<file path="src/rtl/metronome_arm_sequencer_if.sv">
// ROM read port and erase/draw word stream between the arm sequencer and its ROM/frame drawer.
// No logic or latency of its own; out_valid/out_ready carry the backpressure.
interface metronome_arm_sequencer_if #(
    parameter int DATA_WIDTH = 19,
    parameter int ADDR_WIDTH = 7
);
    logic [ADDR_WIDTH-1:0] rom_addr;
    logic [DATA_WIDTH-1:0] rom_q;
    logic                  out_valid;
    logic                  out_ready;
    logic [DATA_WIDTH-1:0] out_data;
    logic                  out_erase;

    modport master (
        output rom_addr,
        input  rom_q,
        output out_valid,
        input  out_ready,
        output out_data,
        output out_erase
    );

    modport slave (
        input  rom_addr,
        output rom_q,
        input  out_valid,
        output out_ready,
        input  out_data,
        input  out_erase
    );
endinterface

</file>
<file path="src/rtl/metronome_arm_sequencer.sv">
// Steps the metronome arm ping-pong through the position ROM at the BPM rate; tick to erase word = 3 clk.
// out_valid holds its word until out_ready; one tick may queue while busy, further ones are dropped (overrun).
module metronome_arm_sequencer #(
    parameter int DATA_WIDTH = 19,
    parameter int ADDR_WIDTH = 7,
    parameter int NUM_POS    = 32,
    parameter int CLK_HZ     = 50_000_000,
    parameter int ACC_WIDTH  = 32
) (
    input  logic                  clk,
    input  logic                  reset_n,
    input  logic                  run,
    input  logic [7:0]            bpm,
    metronome_arm_sequencer_if.master bus,
    output logic                  beat,
    output logic [ADDR_WIDTH-1:0] pos,
    output logic                  busy,
    output logic                  overrun
);

    localparam longint LIMIT_L = longint'(CLK_HZ) * longint'(60);
    localparam logic [ACC_WIDTH-1:0]  LIMIT    = ACC_WIDTH'(LIMIT_L);
    localparam logic [ACC_WIDTH-1:0]  STEP_MUL = ACC_WIDTH'(NUM_POS - 1);
    localparam logic [ADDR_WIDTH-1:0] LAST_POS = ADDR_WIDTH'(NUM_POS - 1);

    typedef enum logic [2:0] {
        INIT, IDLE, RD_OLD, CAP_OLD, SEND_OLD, RD_NEW, CAP_NEW, SEND_NEW
    } state_t;

    state_t                state, state_nxt;
    logic [ACC_WIDTH-1:0]  acc, sum;
    logic                  tick;
    logic                  pending;
    logic                  dir_down;
    logic                  first_draw;
    logic [ADDR_WIDTH-1:0] nxt;
    logic                  start;
    logic                  accept;

    // Each beat must advance NUM_POS-1 steps, so the phase increment is bpm*(NUM_POS-1) against clk*60.
    always_comb begin
        sum  = acc + ACC_WIDTH'(bpm) * STEP_MUL;
        tick = run && (sum >= LIMIT);
        nxt  = dir_down ? (pos - ADDR_WIDTH'(1)) : (pos + ADDR_WIDTH'(1));
    end

    always_ff @(posedge clk or negedge reset_n) begin
        if (!reset_n) begin
            state <= INIT;
        end else begin
            state <= state_nxt;
        end
    end

    always_comb begin
        state_nxt = state;
        start     = 1'b0;
        accept    = bus.out_valid && bus.out_ready;
        case (state)
            INIT:     state_nxt = CAP_NEW;
            IDLE: begin
                if (tick || (pending && run)) begin
                    state_nxt = RD_OLD;
                    start     = 1'b1;
                end
            end
            RD_OLD:   state_nxt = CAP_OLD;
            CAP_OLD:  state_nxt = SEND_OLD;
            SEND_OLD: if (accept) state_nxt = RD_NEW;
            RD_NEW:   state_nxt = CAP_NEW;
            CAP_NEW:  state_nxt = SEND_NEW;
            SEND_NEW: if (accept) state_nxt = IDLE;
            default:  state_nxt = IDLE;
        endcase
    end

    always_ff @(posedge clk or negedge reset_n) begin
        if (!reset_n) begin
            acc           <= '0;
            pending       <= 1'b0;
            overrun       <= 1'b0;
            dir_down      <= 1'b0;
            first_draw    <= 1'b1;
            pos           <= '0;
            beat          <= 1'b0;
            busy          <= 1'b0;
            bus.rom_addr  <= '0;
            bus.out_valid <= 1'b0;
            bus.out_data  <= '0;
            bus.out_erase <= 1'b0;
        end else begin
            if (run) begin
                acc <= tick ? (sum - LIMIT) : sum;
            end else begin
                acc <= '0;
            end

            // IDLE always consumes whatever is queued, so pending only builds up while busy.
            if (!run || (state == IDLE)) begin
                pending <= 1'b0;
            end else if (tick) begin
                if (pending) begin
                    overrun <= 1'b1;
                end else begin
                    pending <= 1'b1;
                end
            end

            beat <= 1'b0;
            busy <= (state_nxt != IDLE);

            case (state)
                INIT: bus.rom_addr <= '0;
                IDLE: if (start) bus.rom_addr <= pos;
                CAP_OLD: begin
                    bus.out_data  <= bus.rom_q;
                    bus.out_erase <= 1'b1;
                    bus.out_valid <= 1'b1;
                end
                SEND_OLD: begin
                    if (accept) begin
                        bus.out_valid <= 1'b0;
                        bus.rom_addr  <= nxt;
                    end
                end
                CAP_NEW: begin
                    bus.out_data  <= bus.rom_q;
                    bus.out_erase <= 1'b0;
                    bus.out_valid <= 1'b1;
                end
                SEND_NEW: begin
                    if (accept) begin
                        bus.out_valid <= 1'b0;
                        // The post-reset draw only paints position 0; it is not a step.
                        if (first_draw) begin
                            first_draw <= 1'b0;
                        end else begin
                            pos  <= nxt;
                            beat <= (nxt == '0) || (nxt == LAST_POS);
                            if (nxt == LAST_POS) begin
                                dir_down <= 1'b1;
                            end else if (nxt == '0) begin
                                dir_down <= 1'b0;
                            end
                        end
                    end
                end
                default: ;
            endcase
        end
    end

endmodule

</file>
<file path="src/flat_wrapper.sv">
// flat-port wrapper written by rule: the top's interface ports become plain ports
module metronome_arm_sequencer_flat 
#(
    parameter int DATA_WIDTH = 19,
    parameter int ADDR_WIDTH = 7,
    parameter int NUM_POS    = 32,
    parameter int CLK_HZ     = 50_000_000,
    parameter int ACC_WIDTH  = 32
)
  (clk, reset_n, run, bpm, beat, pos, busy, overrun, bus_rom_addr, bus_rom_q, bus_out_valid, bus_out_ready, bus_out_data, bus_out_erase);
  metronome_arm_sequencer_if #(.DATA_WIDTH(DATA_WIDTH), .ADDR_WIDTH(ADDR_WIDTH)) bus_i ();
  input  logic clk;
  input  logic reset_n;
  input  logic run;
  input  logic [7:0] bpm;
  output logic beat;
  output logic [ADDR_WIDTH-1:0] pos;
  output logic busy;
  output logic overrun;
  output wire logic [$bits(bus_i.rom_addr)-1:0] bus_rom_addr;
  input wire logic [$bits(bus_i.rom_q)-1:0] bus_rom_q;
  output wire logic [$bits(bus_i.out_valid)-1:0] bus_out_valid;
  input wire logic [$bits(bus_i.out_ready)-1:0] bus_out_ready;
  output wire logic [$bits(bus_i.out_data)-1:0] bus_out_data;
  output wire logic [$bits(bus_i.out_erase)-1:0] bus_out_erase;
  assign bus_rom_addr = bus_i.rom_addr;
  assign bus_i.rom_q = bus_rom_q;
  assign bus_out_valid = bus_i.out_valid;
  assign bus_i.out_ready = bus_out_ready;
  assign bus_out_data = bus_i.out_data;
  assign bus_out_erase = bus_i.out_erase;
  metronome_arm_sequencer #(.DATA_WIDTH(DATA_WIDTH), .ADDR_WIDTH(ADDR_WIDTH), .NUM_POS(NUM_POS), .CLK_HZ(CLK_HZ), .ACC_WIDTH(ACC_WIDTH)) u_core (.clk(clk), .reset_n(reset_n), .run(run), .bpm(bpm), .bus(bus_i), .beat(beat), .pos(pos), .busy(busy), .overrun(overrun));
endmodule
</file>
<file path="config.mk">
export PLATFORM = sky130hd
export DESIGN_NAME = metronome_arm_sequencer_flat
export DESIGN_NICKNAME = d
export VERILOG_FILES = /design/src/rtl/metronome_arm_sequencer_if.sv /design/src/rtl/metronome_arm_sequencer.sv /design/src/flat_wrapper.sv
export SDC_FILE = /design/constraint.sdc
export NUM_CORES = 1
export LEC_CHECK = 0
export ABC_CLOCK_PERIOD_IN_PS = 6900
export CAP_MARGIN = 20
export CORE_ASPECT_RATIO = 0.5
export CORE_MARGIN = 8
export CORE_UTILIZATION = 30
export DETAILED_ROUTE_END_ITERATION = 7
export GPL_TIMING_DRIVEN = 0
export PLACE_DENSITY_LB_ADDON = 0.25
export SLEW_MARGIN = 5
export SYNTH_ARGS = -nofsm -noshare
export SYNTH_HDL_FRONTEND = slang
export SYNTH_SLANG_ARGS = --single-unit
</file>
<file path="constraint.sdc">
create_clock -name clk -period 6.9 [get_ports clk]
set_input_delay 1.38 -clock clk [delete_from_list [all_inputs] [get_ports clk]]
set_output_delay 1.38 -clock clk [all_outputs]
set_load 0.02 [all_outputs]
</file>
Yosys cells after proc, flatten, opt, wreduce, memory -nomap -nowiden
Cells that the tools add are included.
{"block": "totals", "regBits": 76, "input_bits": 31, "out_inout_bits": 38, "elab_cells": 78}
{"block": "op_classes", "addsub": 4, "n_mul": 1, "n_lt_le_gt_ge": 1, "eq_ne": 12, "mux": 22, "bitwise": 2, "n_reduce_logical": 23}
{"operator": "32-bit 2-to-1 mux", "n": 2}
{"operator": "32-bit by 13-bit adder with 32-bit output", "n": 1}
{"operator": "32-bit greater-or-equal comparator, second input constant", "n": 1}
{"operator": "32-bit subtractor, second input constant", "n": 1}
{"operator": "7-bit 2-to-1 mux", "n": 3}
{"operator": "3-bit one-hot mux with 7 select lines", "n": 1}
{"operator": "7-bit one-hot mux with 3 select lines", "n": 1}
{"operator": "8-bit by 5-bit multiplier with 13-bit output, second input constant", "n": 1}
{"operator": "3-bit == test, second input constant", "n": 4}
{"operator": "1-bit 2-to-1 mux", "n": 10}
{"operator": "3-bit 2-to-1 mux", "n": 3}
{"operator": "3-bit AND reduction", "n": 3}
{"operator": "2-bit nonzero test", "n": 4}
{"operator": "7-bit by 1-bit adder with 7-bit output, second input constant", "n": 1}
{"operator": "7-bit by 5-bit == test with 1-bit output, second input constant", "n": 1}
{"operator": "7-bit zero test", "n": 1}
{"operator": "7-bit by 1-bit subtractor with 7-bit output, second input constant", "n": 1}
{"operator": "3-bit by 2-bit == test with 1-bit output, second input constant", "n": 2}
{"operator": "2-bit by 1-bit != test with 1-bit output, second input constant", "n": 3}
{"operator": "2-bit OR reduction", "n": 3}
{"operator": "1-bit one-hot mux with 2 select lines", "n": 2}
{"operator": "2-bit AND reduction", "n": 2}
{"operator": "4-bit AND reduction", "n": 1}
{"operator": "3-bit by 1-bit == test with 1-bit output, second input constant", "n": 1}
{"operator": "7 further kinds", "n": 12}

Depth between registers and ports, before layout
Gate-level depths: netlist of run 1.
{"block": "depth", "word_depth": 9, "mapped_depth": 21, "depth_no_buf": 18}

Worst setup path after synthesis of run 1
No wires, ideal clock.
{"block": "synth_path", "path_type": "input to register", "startpoint": "input bpm[3]", "endpoint": "register u_core.bus.rom_addr[0]", "setup_ns": 0.082, "arrival_time_ns": 6.108, "t_required_ns": 6.818, "setup_slack_ns": 0.710, "stages": 19, "path_buffers": 2, "cell_sequence": "inv_1 fa_1 inv_1 fa_1 inv_1 fa_1 inv_1 ha_1 and3_1 a221o_1 a211oi_2 buf_4 nor4_2 nor4_4 o2111ai_2 and4_1 buf_6 or4_1 a22oi_2"}
{"block": "synth_between", "elab_chain_len": 9}
{"item": "start: declaration", "line_no": "flat_wrapper.sv:15", "rtl": "input logic [7:0] bpm;"}
{"item": "8-bit by 5-bit multiplier with 13-bit output", "line_no": "metronome_arm_sequencer.sv:42", "rtl": "sum = acc + ACC_WIDTH'(bpm) * STEP_MUL;"}
{"item": "32-bit by 13-bit adder with 32-bit output", "line_no": "metronome_arm_sequencer.sv:42"}
{"item": "32-bit greater-or-equal comparator", "line_no": "metronome_arm_sequencer.sv:43", "rtl": "tick = run && (sum >= LIMIT);"}
{"item": "1-bit logical AND", "line_no": "metronome_arm_sequencer.sv:43"}
{"item": "1-bit logical OR", "line_no": "metronome_arm_sequencer.sv:62", "rtl": "if (tick || (pending && run)) begin"}
{"item": "1-bit 2-to-1 mux", "line_no": "metronome_arm_sequencer.sv:62"}
{"item": "1-bit 2-to-1 mux", "line_no": "metronome_arm_sequencer.sv:59", "rtl": "case (state)"}
{"item": "2-bit by 1-bit != test with 1-bit output (no source line)"}
{"item": "3-bit AND reduction (no source line)"}
{"item": "end signal: assignment", "line_no": "metronome_arm_sequencer.sv:114", "rtl": "IDLE: if (start) bus.rom_addr <= pos;"}
{"item": "end signal: assignment", "line_no": "metronome_arm_sequencer.sv:123", "rtl": "bus.rom_addr <= nxt;"}
{"item": "end: declaration", "line_no": "metronome_arm_sequencer_if.sv:15", "rtl": "output rom_addr,"}
Every way passes these cells.
A chain may end at the register's enable or synchronous reset.

Worst setup path in the final report of run 1
{"block": "layout_path", "startpoint": "input bpm[1]", "endpoint": "register u_core.acc[23]"}
{"block": "layout_between", "elab_chain_len": 6, "word_cells_on_any_way": 7, "classes_between": "add/sub: 2; mul: 1; order compare: 1; mux: 2; reduce/logical: 1"}
{"item": "8-bit by 5-bit multiplier with 13-bit output (*)", "line_no": "metronome_arm_sequencer.sv:42"}
{"item": "32-bit by 13-bit adder with 32-bit output (*)", "line_no": "metronome_arm_sequencer.sv:42"}
{"item": "32-bit greater-or-equal comparator", "line_no": "metronome_arm_sequencer.sv:43"}
{"item": "1-bit logical AND", "line_no": "metronome_arm_sequencer.sv:43"}
{"item": "32-bit 2-to-1 mux (*)", "line_no": "metronome_arm_sequencer.sv:93", "rtl": "acc <= tick ? (sum - LIMIT) : sum;"}
{"item": "32-bit 2-to-1 mux (*)", "line_no": "metronome_arm_sequencer.sv:92", "rtl": "if (run) begin"}
{"item": "end signal: assignment", "line_no": "metronome_arm_sequencer.sv:93"}
{"item": "end: declaration", "line_no": "metronome_arm_sequencer.sv:31", "rtl": "logic [ACC_WIDTH-1:0] acc, sum;"}
Every way passes the cells marked *; elsewhere a longest branch is shown, timed or not.

==> impl_metrics.env, run 1 <==
export IMPL_place_area_mm2=0.007202
export IMPL_outcome="finished clean"
export IMPL_min_from="u_core.first_draw"
export IMPL_synthSimpleGateAreaFrac=0.1681
export IMPL_synthAdderAreaFrac=0.1614
export IMPL_finalClockSkew_ns=0.008891
export IMPL_place_ws_ns=-0.5618
export IMPL_min_path_type="reg2reg"
export IMPL_synth_top_area_share=0.3049
export IMPL_synth_edf_count=0
export IMPL_total_power_mw=3.425
export IMPL_cp_start_kind="input pin"
export IMPL_startpoint="bpm[1]"
export IMPL_synth_compound_area_frac=0.1771
export IMPL_grt_max_degree=60
export IMPL_root_buffer="clkbuf_16"
export IMPL_synth_distinct_cells=79
export IMPL_first_global_vias=5020
export IMPL_muxShareOfSynthArea=0.07847
export IMPL_areaGrowthSynthToFinish_pct=25.92
export IMPL_vias_per_cell=4.996
export IMPL_final_area_mm2=0.007750
export IMPL_synth_fp_nets=741
export IMPL_synth_xor_area_share=0.04411
export IMPL_max_freq_mhz=150.6
export IMPL_fillCellCount=2039
export IMPL_dpl_hpwl_um=12450
export IMPL_ys_ff_latch=76
export IMPL_finalNetCount=829
export IMPL_pin_count=69
export IMPL_crit_family="adder cells"
export IMPL_cp_required_ns=7.17
export IMPL_arrival_ns=6.91
export IMPL_synth_seq_area_share=0.3092
export IMPL_worst_pin_slew_ns=0.8173
export IMPL_synthFlopType="dfrtp_1"
export IMPL_gp_congestion=0.8410
export IMPL_min_period_over_period=0.9623
export IMPL_critPathMaxStageDelay_ns=0.54
export IMPL_min_period_ns=6.640
export IMPL_grt_usage=0.1325
export IMPL_grt_pass1_wl_um=27150
export IMPL_synth_top_family_by_area="compound AO/OA/AOI/OAI gates"
export IMPL_crit_type="in2reg"
export IMPL_synth_top_area_cell="dfrtp_1"
export IMPL_critPathMostFrequentCell="inv_1"
export IMPL_drive_gt1_frac=0.1525
export IMPL_cts_inserted_buffers=9
export IMPL_syn_inst=648
export IMPL_cts_sinks=76
export IMPL_hold_viol=0
export IMPL_crit_buf_inv=5
export IMPL_avgSynthCellArea_um2=9.498
export IMPL_cts_tree="yes"
export IMPL_clkSlewWorstSetupHoldPaths_ns=0.06
export IMPL_vias=5066
export IMPL_async_flop_share=1.000
export IMPL_endpoint_kind="flop"
export IMPL_crit_slowest_cell="fa_1"
export IMPL_wirelength_um=16660
export IMPL_p_leak_nw=3.459
export IMPL_post_route_drc_count=0
export IMPL_vdd_drop_max_uv=181.7
export IMPL_maxCapViolCount=0
export IMPL_finalHoldWorstSlack_ns=0.4992
export IMPL_cp_max_fo=5
export IMPL_timing_final_ws_setup_ns=0.2601
export IMPL_overflow=0
export IMPL_die_x_um=218.6
export IMPL_antenna_found_initial=0
export IMPL_drtPass1Iterations=4
export IMPL_drt_iter0_drc=397
export IMPL_die_h_um=117.3
export IMPL_die_area_mm2=0.02563
export IMPL_design_core_area_mm2=0.02032
export IMPL_drtAntennaViolNets=0
export IMPL_numPortBuffers=68
export IMPL_synth_commonest_cells="dfrtp_1 (75), inv_1 (72), nand2_1 (67), a21oi_1 (34), ha_1 (33)"
export IMPL_rr_startpoint="u_core.acc[4]"
export IMPL_fp_row_count=37
export IMPL_setup_violations=0
export IMPL_synth_warnings=0
export IMPL_post_synth_top_count_cell="dfrtp_1"
export IMPL_netlist_area_mm2=0.006155
export IMPL_cp_cell_sequence="clkdlybuf4s15_1 -> inv_1 -> fa_1 -> inv_1 -> fa_1 -> inv_1 -> fa_1 -> inv_1 -> ha_1 -> and3_1 -> a221oi_2 -> nor3b_1 -> a311oi_2 -> ha_1 -> a31oi_1 -> nor2_1 -> o21ai_0 -> a221oi_1 -> mux2i_1"
export IMPL_htree_levels=3
export IMPL_start_util=0.3028
export IMPL_clkLatencyLatePin_ns=0.35
export IMPL_ys_top_cells_by_area="dfrtp_1 (30%), fa_1 (9.4%), ha_1 (6.7%)"
export IMPL_wl_per_cell_um=16.43
export IMPL_drv_slew=0
export IMPL_slew_headroom=0.4532
export IMPL_clockBufferDepth=2
export IMPL_diodes=0
export IMPL_power_density_mw_per_mm2=441.9
## final timing paths
path | to | slack [ns] | depth (start not counted)
setup / recovery | u_core.acc[23] | 0.26 | 19
hold / removal | u_core.first_draw | 0.50 | 1
setup reg to reg | u_core.acc[29] | 1.50 | 17
hold reg to reg | u_core.first_draw | 0.50 | 1
max in group asynchronous | u_core.first_draw | 5.34 | 2
min in group asynchronous | u_core.acc[8] | 0.92 | 1
## worst reg2reg max path: stages (launching register included)
cell and delay [ns]:
dfrtp_1 0.38, fa_1 0.45, fa_1 0.50, inv_1 0.06, fa_1 0.54, inv_1 0.04
ha_1 0.34, a21o_1 0.21, a221o_1 0.40, a211oi_2 0.29, buf_4 0.21, nor3_1 0.09
or3b_4 0.41, a221oi_4 0.37, buf_4 0.19, nand4_4 0.20, a221oi_4 0.41, mux2i_1 0.22
## where the power goes
group | internal [mW] | leakage, nW | switching [mW] | total, mW
Sequential | 0.589 | 0.965 | 0.0927 | 0.682
Clock | 0.253 | 0.133 | 0.197 | 0.450
Combinational | 0.966 | 2.36 | 1.33 | 2.29
## cell families (layout without fill, tap and decap cells)
logic type / count (synthesis) / after routing
flops: 76 / 76
buf+inv: 95 / 187
mux: 45 / 45
compound gates: 144 / 144
xor+xnor: 31 / 31
simple gates: 195 / 196
fa+ha+maj: 62 / 62
## flip-flops by register name, summed over array words and instances, names as in the netlist
name,count
u_core.dir_down,1
u_core.bus.rom_addr,7
u_core.bus.out_valid,1
u_core.first_draw,1
u_core.beat,1
u_core.pos,7
u_core.bus.out_erase,1
u_core.bus.out_data,19
u_core.pending,1
u_core.busy,1
u_core.acc,32
u_core.overrun,1
u_core.state,3
## placed cells by master (no fill, tap or decap), types with 11 or more instances in the layout
cell type / n
nand3_1: 17
mux2_2: 26
nor3_1: 11
buf_4: 12
inv_1: 68
o21ai_0: 19
clkbuf_1: 14
dfrtp_1: 75
nor2_1: 31
and2_1: 11
mux2i_1: 18
xnor2_1: 16
clkdlybuf4s50_1: 59
fa_1: 29
or2_2: 12
a21oi_1: 31
xor2_1: 14
nand2_1: 67
ha_1: 31
## through the flow
stage	std cells	setup TNS [ns]	utilization
detailed placement	990	-15.51	0.3544
global placement	989	-14.29	0.3531
CTS	1009	0	0.3715
floorplan	648	0	-
finish	1014	0	0.3813
global route	1014	-0.001141	0.3813
## what timing repair did
item | CTS | global route
gates cloned | 1 | 0
setup endpoints to repair | 33 | 35
buffers inserted | 2 | 5
gates resized for setup | 14 | 33
hold buffers | 0 | 0
pin swaps | 3 | 10
## routing by layer
layer | wire [um] | share of wire | vias up | GRT usage
li1 | - | - | 2459 | -
met1 | 7765 | 0.47 | 2472 | 0.1803
met3 | 785 | 0.047 | 15 | 0.02488
met2 | 7889 | 0.47 | 120 | 0.2134
met4 | 215 | 0.013 | 0 | 0.03785
met5 | 0 | 0 | - | 0
## final cells by class
class | count | area (um2) | share of cell area
multi-input cells | 478 | 4070 | 0.5252
flip-flops and latches | 76 | 1903 | 0.2456
repair buffers | 76 | 768.2 | 0.09913
well taps | 273 | 341.6 | 0.04407
inverters | 72 | 272.8 | 0.03520
clock buffers | 12 | 246.5 | 0.03180
plain buffers | 23 | 121.4 | 0.01566
clock inverters | 4 | 26.28 | 0.003390
Note: power is estimated with default switching activity, not from simulation.
==> inputs of run 2 (changes only) <==
Settings changed: CTS_CLUSTER_SIZE set to 12.
==> results of run 2 <==
Same layout as run 1: the final DEF is identical, and so are final timing and power.
==> inputs of run 3 (changes only) <==
Settings changed: CTS_BUF_LIST set to sky130_fd_sc_hd__clkbuf_4.
==> run 3 against run 2 <==
Design area shrank 3.6%; flip-flop and latch count did not move; via count increased by 0.16%; combinational power is essentially flat; final cell count decreased by 0.30%; non-clock buffer count down 4; first-iteration DRC count fell by 8.8%; register-to-register slack worse by 0.05 ns; clock power down 44%; critical path depth is the same; setup slack lost 0.011 ns; largest power group unchanged.
==> impl_metrics.env, run 3 (same netlist as run 1, synthesis figures left out) <==
export IMPL_setup_tns_final_ns=0
export IMPL_arrival_ns=7.00
export IMPL_slew_headroom=0.4349
export IMPL_finalNetCount=825
export IMPL_cts_tree="yes"
export IMPL_drtAntennaViolNets=0
export IMPL_maxCapViolCount=0
export IMPL_min_period_ns=6.650
export IMPL_final_area_mm2=0.007475
export IMPL_endpoint_kind="flop"
export IMPL_outcome="finished clean"
export IMPL_grt_max_degree=60
export IMPL_start_util=0.3028
export IMPL_cts_inserted_buffers=9
export IMPL_min_to="u_core.first_draw"
export IMPL_clockBufferDepth=2
export IMPL_worst_pin_slew_ns=0.8445
export IMPL_first_global_vias=4957
export IMPL_drive_gt1_frac=0.1425
export IMPL_wl_per_cell_um=16.41
export IMPL_rr_startpoint="u_core.acc[4]"
export IMPL_critPathMostFrequentCell="inv_1"
export IMPL_clkLatencyLatePin_ns=0.45
export IMPL_fillCellCount=2072
export IMPL_grt_usage=0.1292
export IMPL_post_route_drc_count=0
export IMPL_setup_violations=0
export IMPL_fp_row_count=37
export IMPL_min_path_type="reg2reg"
export IMPL_vdd_drop_max_uv=180.6
export IMPL_crit_family="adder cells"
export IMPL_die_x_um=218.6
export IMPL_antenna_found_initial=1
export IMPL_crit_type="in2reg"
export IMPL_drt_iter0_drc=362
export IMPL_dpl_hpwl_um=12450
export IMPL_startpoint="bpm[7]"
export IMPL_finalClockSkew_ns=0.02202
export IMPL_pin_count=69
export IMPL_largest_register="u_core.acc"
export IMPL_min_from="u_core.first_draw"
export IMPL_seq_area_mm2=0.001903
export IMPL_rsz0062_at_grt="false"
export IMPL_cts_sinks=76
export IMPL_vias_per_cell=5.019
export IMPL_p_leak_nw=3.394
export IMPL_r2r_end="u_core.acc[17]"
export IMPL_cp_cell_sequence="clkdlybuf4s50_1 -> inv_1 -> fa_1 -> inv_1 -> fa_1 -> inv_1 -> fa_1 -> inv_1 -> ha_2 -> and3_1 -> a221o_1 -> a211oi_4 -> buf_6 -> nor3_1 -> or3b_4 -> a221oi_4 -> nand4_4 -> a2111oi_4 -> mux2i_1"
export IMPL_multiInputGateArea_mm2=0.003976
export IMPL_dp_cells=990
export IMPL_root_buffer="clkbuf_4"
export IMPL_design_core_area_mm2=0.02032
export IMPL_max_freq_mhz=150.4
export IMPL_wirelength_um=16590
export IMPL_largest_reg_flops=32
export IMPL_min_period_over_period=0.9638
export IMPL_htree_levels=3
export IMPL_die_area_mm2=0.02563
export IMPL_overflow=0
export IMPL_drv_slew=0
export IMPL_critPathMaxStageDelay_ns=0.53
export IMPL_numPortBuffers=68
export IMPL_finalNonFillerCells=1011
export IMPL_holdPathStages=1
export IMPL_crit_slowest_cell="clkdlybuf4s50_1"
export IMPL_cp_start_kind="input pin"
export IMPL_crit_buf_inv=6
export IMPL_place_area_mm2=0.007202
export IMPL_reg2regPathDepth=16
export IMPL_drtPass1Iterations=5
export IMPL_hold_viol=0
export IMPL_reg2reg_setup_slack_ns=1.45
export IMPL_die_h_um=117.3
export IMPL_final_common_cell="dfrtp_1"
export IMPL_vias=5074
export IMPL_power_density_mw_per_mm2=430.6
export IMPL_areaGrowthSynthToFinish_pct=21.45
export IMPL_reg_largest_list="u_core.acc x32, u_core.bus.out_data x19"
export IMPL_layout_common_cells="dfrtp_1 (75), inv_1 (67), nand2_1 (67)"
export IMPL_gp_congestion=0.8410
export IMPL_cp_required_ns=7.25
export IMPL_cp_max_fo=6
export IMPL_grt_pass1_wl_um=26720
export IMPL_clkSlewWorstSetupHoldPaths_ns=0.14
==> run 3: worst max path at each step <==
stage / to / cells after the start
after detailed placement: u_core.acc[13] / 19
after CTS: u_core.acc[17] / 19
after global placement: u_core.acc[13] / 19
final: u_core.acc[17] / 19
after floorplan: u_core.bus.rom_addr[0] / 19
after global routing: u_core.acc[17] / 19
==> run 3: cell type report <==
cell class,count,share of cell area
antenna,1,0.0003348
buffer,23,0.01640
clock buffer,11,0.01105
clock inverter,5,0.004017
inverter,72,0.03649
multi-input combinational,478,0.5320
sequential,76,0.2546
tap,273,0.04570
timing repair buffer,72,0.09943
==> run 3: metrics by stage <==
| step | total power, mW | worst slack [ns] | hold slack [ns] | util |
|---|---|---|---|---|
| 6_report | 3.218 | 0.2495 | 0.5125 | 0.3678 |
| 4_1_cts | 3.155 | -0.01091 | 0.5110 | 0.3603 |
| 3_5_place_dp | 2.867 | -0.5618 | 0.4902 | 0.3544 |
| 2_1_floorplan | 2.265 | 0.7104 | 0.4735 | - |
| 5_1_grt | 3.548 | 0.04645 | 0.5277 | 0.3678 |
| 3_3_place_gp | 2.850 | -0.5193 | 0.4845 | 0.3531 |
==> run 3: timing repair <==
action / in CTS / in global routing
pin swaps: 0 / 9
setup buffers: 0 / 2
endpoints found under the setup margin: 18 / 35
gates resized for setup: 2 / 30
hold buffers: 0 / 0
cloned: 0 / 2
==> run 3: per-layer routing <==
metal  GRT usage  up-vias  share of wire
met4     0.02671        0          0.010
met1      0.1785     2498           0.49
met3     0.02206       12          0.040
met2      0.2109      113           0.46
li1            -     2451              -
met5           0        -              0
==> run 3: power by group <==
group          internal [mW]  total [mW]  switching (mW)
registers              0.587       0.679          0.0925
logic                  0.966        2.29            1.32
clock network         0.0806       0.252           0.171
==> run 3: worst reg2reg max path: stages (launching register included) <==
cell and delay, ns:
dfrtp_1 0.40, fa_1 0.45, fa_1 0.50, inv_1 0.06, fa_1 0.54, inv_1 0.04, ha_1 0.34, o211a_1 0.24
a2111o_1 0.52, a21oi_4 0.34, buf_4 0.27, nor3_1 0.09, xor2_1 0.26, o211a_1 0.36, nand4_4 0.25, a2111oi_4 0.46
mux2i_1 0.25
